## src/rtl/lsu_ctrl_if.sv

```systemverilog
// Request/response channel between the execute stage and the load/store controller.
interface lsu_ctrl_if;
  logic        req_valid;
  logic        req_ready;
  logic        req_we;
  logic [1:0]  req_size;
  logic        req_unsigned;
  logic [31:0] req_addr;
  logic [31:0] req_wdata;
  logic        resp_valid;
  logic [31:0] resp_rdata;
  logic        resp_err;

  modport master (
    output req_valid, req_we, req_size, req_unsigned, req_addr, req_wdata,
    input  req_ready, resp_valid, resp_rdata, resp_err
  );

  modport slave (
    input  req_valid, req_we, req_size, req_unsigned, req_addr, req_wdata,
    output req_ready, resp_valid, resp_rdata, resp_err
  );
endinterface

```

## src/rtl/lsu_ctrl.sv

```systemverilog
// Load/store controller: word-aligned DMem accesses, read-modify-write for sub-word
// stores, sign/zero extension for sub-word loads, misaligned requests rejected.
module lsu_ctrl (
  input  logic        clk,
  input  logic        rst,
  lsu_ctrl_if.slave   bus,
  output logic        dmem_we,
  output logic        dmem_re,
  output logic [31:0] dmem_addr,
  output logic [31:0] dmem_wdata,
  input  logic [31:0] dmem_rdata
);

  typedef enum logic [2:0] {
    IDLE   = 3'd0,
    RD_REQ = 3'd1,
    RD_CAP = 3'd2,
    WR     = 3'd3,
    RESP   = 3'd4
  } state_t;

  state_t      state_r;
  state_t      state_next_s;
  logic        we_r;
  logic [1:0]  size_r;
  logic        uns_r;
  logic        err_r;
  logic [31:0] addr_r;
  logic [31:0] wdata_r;
  logic [31:0] word_r;
  logic        accept_s;
  logic        misalign_s;

  function automatic logic [31:0] load_extract(input logic [31:0] word, input logic [1:0] size,
                                               input logic uns, input logic [1:0] off);
    logic [7:0]  b;
    logic [15:0] h;
    logic [31:0] r;
    b = word[{off, 3'b000} +: 8];
    h = off[1] ? word[31:16] : word[15:0];
    case (size)
      2'b00:   r = uns ? {24'd0, b} : {{24{b[7]}}, b};
      2'b01:   r = uns ? {16'd0, h} : {{16{h[15]}}, h};
      default: r = word;
    endcase
    return r;
  endfunction

  function automatic logic [31:0] store_merge(input logic [31:0] word, input logic [31:0] wdata,
                                              input logic [1:0] size, input logic [1:0] off);
    logic [31:0] r;
    r = word;
    case (size)
      2'b00: r[{off, 3'b000} +: 8] = wdata[7:0];
      2'b01: begin
        if (off[1]) r[31:16] = wdata[15:0];
        else        r[15:0]  = wdata[15:0];
      end
      default: r = wdata;
    endcase
    return r;
  endfunction

  assign accept_s  = bus.req_valid & (state_r == IDLE);
  assign dmem_addr = {addr_r[31:2], 2'b00};

  // Alignment and size legality of the request currently on the bus
  always_comb begin
    misalign_s = 1'b1;
    case (bus.req_size)
      2'b00:   misalign_s = 1'b0;
      2'b01:   misalign_s = bus.req_addr[0];
      2'b10:   misalign_s = |bus.req_addr[1:0];
      default: misalign_s = 1'b1;
    endcase
  end

  // State register
  always_ff @(posedge clk) begin
    if (rst) state_r <= IDLE;
    else     state_r <= state_next_s;
  end

  // Request capture and read-data capture registers
  always_ff @(posedge clk) begin
    if (rst) begin
      we_r    <= 1'b0;
      size_r  <= 2'b00;
      uns_r   <= 1'b0;
      err_r   <= 1'b0;
      addr_r  <= 32'd0;
      wdata_r <= 32'd0;
      word_r  <= 32'd0;
    end else begin
      if (accept_s) begin
        we_r    <= bus.req_we;
        size_r  <= bus.req_size;
        uns_r   <= bus.req_unsigned;
        err_r   <= misalign_s;
        addr_r  <= bus.req_addr;
        wdata_r <= bus.req_wdata;
      end
      if (state_r == RD_CAP) word_r <= dmem_rdata;
    end
  end

  // Next-state logic; a full-word store needs no read phase
  always_comb begin
    state_next_s = state_r;
    case (state_r)
      IDLE: begin
        if (!accept_s)                                   state_next_s = IDLE;
        else if (misalign_s)                             state_next_s = RESP;
        else if (bus.req_we && (bus.req_size == 2'b10))  state_next_s = WR;
        else                                             state_next_s = RD_REQ;
      end
      RD_REQ: state_next_s = RD_CAP;
      RD_CAP: begin
        if (we_r) state_next_s = WR;
        else      state_next_s = RESP;
      end
      WR:      state_next_s = RESP;
      RESP:    state_next_s = IDLE;
      default: state_next_s = IDLE;
    endcase
  end

  // Output decode; reset forces every strobe low in the same cycle
  always_comb begin
    bus.req_ready  = 1'b0;
    bus.resp_valid = 1'b0;
    bus.resp_rdata = 32'd0;
    bus.resp_err   = 1'b0;
    dmem_we        = 1'b0;
    dmem_re        = 1'b0;
    dmem_wdata     = 32'd0;
    if (rst) begin
      bus.req_ready = 1'b0;
    end else begin
      case (state_r)
        IDLE:   bus.req_ready = 1'b1;
        RD_REQ: dmem_re = 1'b1;
        RD_CAP: dmem_re = 1'b1;
        WR: begin
          dmem_we    = 1'b1;
          dmem_wdata = store_merge(word_r, wdata_r, size_r, addr_r[1:0]);
        end
        RESP: begin
          bus.resp_valid = 1'b1;
          bus.resp_err   = err_r;
          bus.resp_rdata = (err_r | we_r) ? 32'd0
                                          : load_extract(word_r, size_r, uns_r, addr_r[1:0]);
        end
        default: bus.req_ready = 1'b0;
      endcase
    end
  end

endmodule
```

## src/flat_wrapper.sv

```systemverilog
// flat-port wrapper written by rule: the top's interface ports become plain ports
module lsu_ctrl_flat 
  (clk, rst, dmem_we, dmem_re, dmem_addr, dmem_wdata, dmem_rdata, bus_req_valid, bus_req_we, bus_req_size, bus_req_unsigned, bus_req_addr, bus_req_wdata, bus_req_ready, bus_resp_valid, bus_resp_rdata, bus_resp_err);
  lsu_ctrl_if bus_i ();
  input  logic clk;
  input  logic rst;
  output logic dmem_we;
  output logic dmem_re;
  output logic [31:0] dmem_addr;
  output logic [31:0] dmem_wdata;
  input  logic [31:0] dmem_rdata;
  input wire logic [$bits(bus_i.req_valid)-1:0] bus_req_valid;
  input wire logic [$bits(bus_i.req_we)-1:0] bus_req_we;
  input wire logic [$bits(bus_i.req_size)-1:0] bus_req_size;
  input wire logic [$bits(bus_i.req_unsigned)-1:0] bus_req_unsigned;
  input wire logic [$bits(bus_i.req_addr)-1:0] bus_req_addr;
  input wire logic [$bits(bus_i.req_wdata)-1:0] bus_req_wdata;
  output wire logic [$bits(bus_i.req_ready)-1:0] bus_req_ready;
  output wire logic [$bits(bus_i.resp_valid)-1:0] bus_resp_valid;
  output wire logic [$bits(bus_i.resp_rdata)-1:0] bus_resp_rdata;
  output wire logic [$bits(bus_i.resp_err)-1:0] bus_resp_err;
  assign bus_i.req_valid = bus_req_valid;
  assign bus_i.req_we = bus_req_we;
  assign bus_i.req_size = bus_req_size;
  assign bus_i.req_unsigned = bus_req_unsigned;
  assign bus_i.req_addr = bus_req_addr;
  assign bus_i.req_wdata = bus_req_wdata;
  assign bus_req_ready = bus_i.req_ready;
  assign bus_resp_valid = bus_i.resp_valid;
  assign bus_resp_rdata = bus_i.resp_rdata;
  assign bus_resp_err = bus_i.resp_err;
  lsu_ctrl u_core (.clk(clk), .rst(rst), .bus(bus_i), .dmem_we(dmem_we), .dmem_re(dmem_re), .dmem_addr(dmem_addr), .dmem_wdata(dmem_wdata), .dmem_rdata(dmem_rdata));
endmodule
```

## config.mk

```make
export PLATFORM = sky130hd
export DESIGN_NAME = lsu_ctrl_flat
export DESIGN_NICKNAME = d
export VERILOG_FILES = /design/src/rtl/lsu_ctrl_if.sv /design/src/rtl/lsu_ctrl.sv /design/src/flat_wrapper.sv
export SDC_FILE = /design/constraint.sdc
export NUM_CORES = 1
export LEC_CHECK = 0
export BUFFER_PORTS_ARGS = -buffer_cell sky130_fd_sc_hd__buf_4
export CAP_MARGIN = 0
export CORE_AREA = 2 2 135 137
export DETAILED_ROUTE_END_ITERATION = 10
export DIE_AREA = 0 0 137 139
export HOLD_SLACK_MARGIN = 0.03
export SETUP_SLACK_MARGIN = 0.2
export SKIP_LAST_GASP = 1
export SYNTH_ARGS = -nofsm -noshare
export SYNTH_HDL_FRONTEND = slang
export SYNTH_SLANG_ARGS = --single-unit
export TNS_END_PERCENT = 30
```

## constraint.sdc

```tcl
create_clock -name clk -period 2.65 [get_ports clk]
set_clock_uncertainty 0.1 [all_clocks]
set_input_delay 0.265 -clock clk [delete_from_list [all_inputs] [get_ports clk]]
set_output_delay 0.265 -clock clk [all_outputs]
set_load 0.02 [all_outputs]
```

==> results of run 1 <==
## power by group through the flow
| stage | Combinational [mW] | Clock (mW) | Sequential (mW) |
|---|---|---|---|
| after floorplan | 0.599 | 0 | 1.73 |
| after global placement | 0.830 | 0 | 1.80 |
| after detailed placement | 0.837 | 0 | 1.80 |
| after CTS | 0.863 | 1.34 | 1.76 |
| after global routing | 0.952 | 1.41 | 1.78 |
| final | 0.875 | 1.29 | 1.77 |
## final cells by class
| class | instances | area (um2) |
|---|---|---|
| inverter | 15 | 58.81 |
| multi-input combinational | 585 | 3598 |
| clock buffer | 11 | 242.7 |
| timing repair buffer | 240 | 1847 |
| clock inverter | 5 | 40.04 |
| sequential | 104 | 2090 |
| tap | 229 | 286.5 |
| fill | 1820 | 9494 |
## placed cells by master (no fill, tap or decap), types with 12 or more instances in the layout
cell type  count
mux2i_1       16
nand2b_1      12
inv_1         12
o21ai_0       43
nand2_1      227
buf_4        228
mux2_2        16
a221oi_1      16
a21oi_1      103
a221o_1       15
dfxtp_1      100
nand4_1       16
## layer usage
| layer | up-vias | global-route usage | part of all wire |
|---|---|---|---|
| met3 | 33 | 0.05811 | 0.077 |
| li1 | 3094 | - | - |
| met2 | 256 | 0.3365 | 0.46 |
| met1 | 2989 | 0.2930 | 0.43 |
| met5 | - | 0 | 0 |
| met4 | 0 | 0.07054 | 0.025 |
## Yosys cell counts, drive strengths merged, types with 9 or more instances
cell type,n
a2111oi,9
a21oi,107
a221o,15
a221oi,16
a31oi,10
and3,9
buf,60
clkbuf,55
dfxtp,104
inv,15
mux2,16
mux2i,16
nand2,227
nand2b,14
nand3,10
nand4,16
nor2b,9
nor4b,9
o21ai,43
## logic make-up (layout without fill, tap and decap cells)
logic type / count (synthesis) / after routing / share of synthesized area
flip-flops: 104 / 104 / 0.3439
adder cells (fa/ha/maj): 5 / 5 / 0.01033
multiplexers: 33 / 33 / 0.05994
AND/OR/NAND/NOR: 328 / 328 / 0.2582
AO/OA/AOI/OAI: 217 / 217 / 0.2205
other: 1 / 2 / 0.0006195
buffers and inverters: 130 / 271 / 0.1064
## worst min-delay path by stage
stage                                     to  slack, ns  cells after the start
after floorplan            u_core.state_r[1]       0.27                      1
after CTS                   u_core.addr_r[7]       0.03                      3
after detailed placement  u_core.wdata_r[22]       0.35                      2
after global placement     u_core.addr_r[15]       0.34                      2
after global routing      u_core.wdata_r[28]       0.04                      3
final                      u_core.addr_r[17]       0.05                      3
## repair_timing
action | CTS | global route
setup endpoints to repair | 42 | 46
resized for setup | 13 | 14
setup buffers | 3 | 0
pin swaps | 2 | 4
hold buffers | 7 | 0
hold endpoints to repair | 7 | 0
## registers in the layout (all words and copies together), names as in the netlist
register / count
u_core.addr_r: 32
u_core.err_r: 1
u_core.size_r: 2
u_core.state_r: 3
u_core.uns_r: 1
u_core.wdata_r: 32
u_core.we_r: 1
u_core.word_r: 32
## stage by stage
stage	total power, mW	worst slack [ns]
finish	3.937	0.1983
global route	4.136	0.1246
CTS	3.969	0.1564
detailed placement	2.636	0.3532
global placement	2.626	0.3971
floorplan	2.333	0.1293
## worst min-delay path, stage by stage
cell	delay [ns]
buf_4	0.11
nand2_1	0.05
a21oi_1	0.05
==> metrics.txt, run 1 <==
FP Rows 49; max-cap check violation count 0; clk_lat worst skew 0.36 ns; Residual DRC 0; first-pass GRT wire length 32350 um; initial antenna violation count 0; crit path time final 2.452 ns; status finished clean; Die Wd 137 um; fin cells 1189; synth warn 0; grt ovf 0; clock transition at the registers of the reported paths 0.08 ns; Worst path depth 5; crit path launch type flip-flop; Post-Syn Area 0.006053 mm2; largest cells by area after synthesis dfxtp_1 (34%), nand2_1 (14%), a21oi_1 (8.7%); Reg2Reg Depth 5; vias in the first global route 5856; Sw Pwr 1.231 mW; Core Footprint 0.01766 mm2; fmax 407.9 MHz; CP max-delay cell dfxtp_4; Synth Register Bits 104; CTS HTree Levels 3; DRT Pass-1 Iters 6; RSZ-0062 raised after global routing true; cell count after synthesis 818; R2R Setup Slk 0.52 ns; post-synthesis sequential area ratio 0.3439; Syn-to-layout area delta 34.85%; Setup CP Type reg2out; ys async rst share 0; io pins 204; CP Cell Sequence or2_2 -> buf_4 -> nor4b_1 -> a221o_1 -> buf_4; Crit path top cell by count buf_4; fin. max-slew vios 0; Placement Cell Area 0.007669 mm2; share of power burned in registers 0.449; CP endpoint kind primary output; Power Dens Cells 482.3 mW/mm2; combinational share of power 0.222; Final #Nets 1063; crit path launch u_core.size_r[1]; top cell family by delay on the critical path simple AND/OR/NAND/NOR gates; Final TNS setup 0 ns; number of port buffers 201; Hold Vio Cnt, Final 0; GR Util All Layers 0.2176; vias per cell 5.359; CTS Sinks 104; HP Start bus_req_addr[17]; biggest area consumer among synthesized cells dfxtp_1; Avg WL per Cell 17.98 um; post-synthesis cell type count 46; hold_ws 0.04677 ns; diode count 0; Setup crit end dmem_wdata[25]; P_leak 3.137 nW; Die Y 139 um; WP data arrival 2.09 ns; root buffer cell clkbuf_16; largest net degree at the start of global routing 70; TritonCTS buffer count 9; Tcrit/Tclk final 0.9252; Most used DFF post-synth dfxtp_1; Post-synth EDFFs 0; share of cells above drive strength 1 0.3250; die area 0.01904 mm2; Net Sw Frac 0.3128; final instance area 0.008163 mm2; Slew @ Worst Pin 0.7341 ns; WL final 21380 um; area share of the largest cell type after synthesis 0.3439; Setup-failing EPs final 0; via count 6372; worst IR drop on VDD 0.3311 mV; fin util 0.4623; Critical R2R Launch u_core.state_r[1]; Clock Path Buffers 2; Syn Area/Cell 7.400 um2; Internal Dissipation 2.705 mW; slew margin rel. 0.5106; CTS tree yes; Final ANT Viol Nets 0; CP bufs+invs 2; DR iter-0 viols 560; worst r2r dst u_core.wdata_r[9]; Starting Density 0.3428; Critical Path RT 2.29 ns; Clk network pwr share 0.329; Tightest Hold Check Type in2reg; dpl hpwl 15310 um; top fanout value on the critical path 21; Worst path max stage delay 0.43 ns; final weighted congestion in routability-driven placement 0.8926; placed insts 1163
Power figures use the tool's default switching activity.
==> run 2: changes to the inputs <==
--- a/config.mk
+++ b/config.mk
@@ -11,6 +11,7 @@
 export DETAILED_ROUTE_END_ITERATION = 10
 export DIE_AREA = 0 0 137 139
 export HOLD_SLACK_MARGIN = 0.03
+export PLACE_DENSITY_LB_ADDON = 0.3
 export SETUP_SLACK_MARGIN = 0.2
 export SKIP_LAST_GASP = 1
 export SYNTH_ARGS = -nofsm -noshare
==> run 2 against run 1 <==
Compared with the run above:
- critical path depth up 2
- wire length about the same
- worst setup slack improved by 0.040 ns
- sequential power hardly changed
- clock power increased by 11%
- clock-buffer cell count is 1 lower
- non-clock buffer count down 6
- combinational power is 1% lower
- first-iteration DRC count increased by 11%
- sequential share of layout area hardly changed
- design area up 0.32%
- largest cell class unchanged
- largest power group unchanged
- highest routed layer unchanged
==> metrics.txt, run 2 (synthesized netlist as in run 1, its figures left out) <==
Power Dens Cells 495.9 mW/mm2 (+2.8%); slew margin rel. 0.5079 (-0.002763); die area 0.01904 mm2 (unchanged); met2 usage 0.3430 (+0.006546); CTS tree yes; most frequent cells in the layout nand2_1 (227), buf_4 (226), a21oi_1 (103), dfxtp_1 (99), o21ai_0 (40); WL final 21400 um (about the same); placed insts 1160 (-0.26%); Critical R2R Launch u_core.state_r[0]; R2R Setup Slk 0.51 ns (about the same); GR Util All Layers 0.2151 (-0.002462); vias in the first global route 5735 (-2.1%); share of cells above drive strength 1 0.3375 (+0.01253); P_leak 3.149 nW (+0.37%); fmax 414.6 MHz (+1.6%); status finished clean; Final TNS setup 0 ns (unchanged); fin cells 1183 (-0.50%); Critical Path RT 2.29 ns (about the same); FP Rows 49 (unchanged); TritonCTS buffer count 9 (unchanged); number of port buffers 201 (unchanged); hold_ws 0.04227 ns (-0.004506 ns); top flop regs u_core.addr_r: 32 flops, u_core.wdata_r: 32 flops, u_core.word_r: 32 flops; Avg WL per Cell 18.09 um (+0.61%); Final ANT Viol Nets 0 (unchanged); crit path time final 2.412 ns (-0.03963 ns); initial antenna violation count 0 (unchanged); Hold Vio Cnt, Final 0 (unchanged); clock transition at the registers of the reported paths 0.08 ns (about the same); Starting Density 0.3428 (unchanged); Setup-failing EPs final 0 (unchanged); dpl hpwl 15250 um (-0.41%); Die Wd 137 um (unchanged); Residual DRC 0 (unchanged); Core Footprint 0.01766 mm2 (unchanged); final weighted congestion in routability-driven placement 0.9269 (+3.8%); Final #Nets 1057 (-0.56%); Clock Path Buffers 2 (unchanged); Setup WS post-layout 0.2379 ns (+0.03963 ns); DRT Pass-1 Iters 5 (-1); Tightest Hold Check Type in2reg; clk_lat worst skew 0.36 ns (about the same); WP data arrival 2.05 ns (-0.04 ns); max-cap check violation count 0 (unchanged); Setup crit end dmem_wdata[4]; top fanout value on the critical path 8 (-62%); CTS Sinks 104 (unchanged); met3 track demand over resource 0.04971 (-0.008406); via count 6329 (-0.67%); Reg2Reg Depth 5 (unchanged); Die Y 139 um (unchanged); crit path launch type flip-flop; crit path launch u_core.addr_r[1]; most common cell after layout, fill and taps aside nand2_1; CTS HTree Levels 3 (unchanged); first-pass GRT wire length 31690 um (-2.0%); largest net degree at the start of global routing 70 (unchanged); GRT busiest layer met2; RSZ-0062 raised after global routing true; grt ovf 0 (unchanged); io pins 204 (unchanged); root buffer cell clkbuf_16; worst IR drop on VDD 0.3498 mV (+5.6%); Slew @ Worst Pin 0.7382 ns (+0.004145 ns); diode count 0 (unchanged); fin util 0.4638 (+0.001488); vias per cell 5.350 (-0.17%); met1 Track Usage GR 0.2821 (-0.01088); worst slack at placement 0.3317 ns (-0.02148 ns); DR iter-0 viols 621 (+11%); Tcrit/Tclk final 0.9102 (-0.01495); fin. max-slew vios 0 (unchanged); Setup CP Type reg2out; worst r2r dst u_core.wdata_r[6]; Syn-to-layout area delta 35.28%; CP endpoint kind primary output
[run 2: cell type report]
class | instances | area, um2
flip-flops and latches | 104 | 2093
clock buffers | 10 | 239.0
well taps | 229 | 286.5
fillers | 1798 | 9468
repair buffers | 234 | 1810
clock inverters | 6 | 75.07
inverters | 15 | 58.81
multi-input cells | 585 | 3626
[run 2: report_power, final]
part,internal [mW],switching (mW),total [mW],leakage [nW]
logic,0.366,0.499,0.865,2.14
clock network,0.773,0.653,1.43,0.151
registers,1.66,0.112,1.77,0.853
total,2.80,1.26,4.06,3.15
[run 2: worst min path at each step]
| stage | slack [ns] | end | from | cells past startpoint |
|---|---|---|---|---|
| after CTS | 0.03 | u_core.addr_r[9] | bus_req_addr[9] | 3 |
| after floorplan | 0.27 | u_core.state_r[1] | bus_req_size[0] | 1 |
| final | 0.04 | u_core.addr_r[18] | bus_req_addr[18] | 3 |
| after global placement | 0.34 | u_core.wdata_r[30] | u_core.wdata_r[30] | 2 |
| after detailed placement | 0.35 | u_core.addr_r[9] | u_core.addr_r[9] | 2 |
| after global routing | 0.03 | u_core.addr_r[20] | bus_req_addr[20] | 3 |
[run 2: per-layer routing]
layer / up-vias / part of all wire
met1: 2936 / 0.43
met5: - / 0
met2: 274 / 0.46
met3: 41 / 0.080
met4: 0 / 0.028
li1: 3078 / -
[run 2: timing repair]
| item | 4_1_cts | 5_1_grt |
|---|---|---|
| resized for setup | 14 | 30 |
| buffers inserted | 2 | 3 |
| gates cloned | 0 | 1 |
| pin swaps | 2 | 6 |
| hold endpoints to repair | 1 | 0 |
| setup endpoints to repair | 63 | 62 |
| hold buffers | 1 | 0 |
[run 2: per-stage QoR]
step	total power [mW]	cell area (um2)
floorplan	2.333	6215
global placement	2.610	7634
detailed placement	2.622	7634
CTS	4.077	8023
global route	4.238	8189
finish	4.061	8189
[run 2: worst max-delay path, stage by stage, from the launching register on]
cell and delay, ns:
dfxtp_4 0.37, inv_2 0.11, ha_4 0.23, nor3b_4 0.20
buf_6 0.17, a221oi_2 0.08, a2111oi_4 0.34, buf_4 0.19
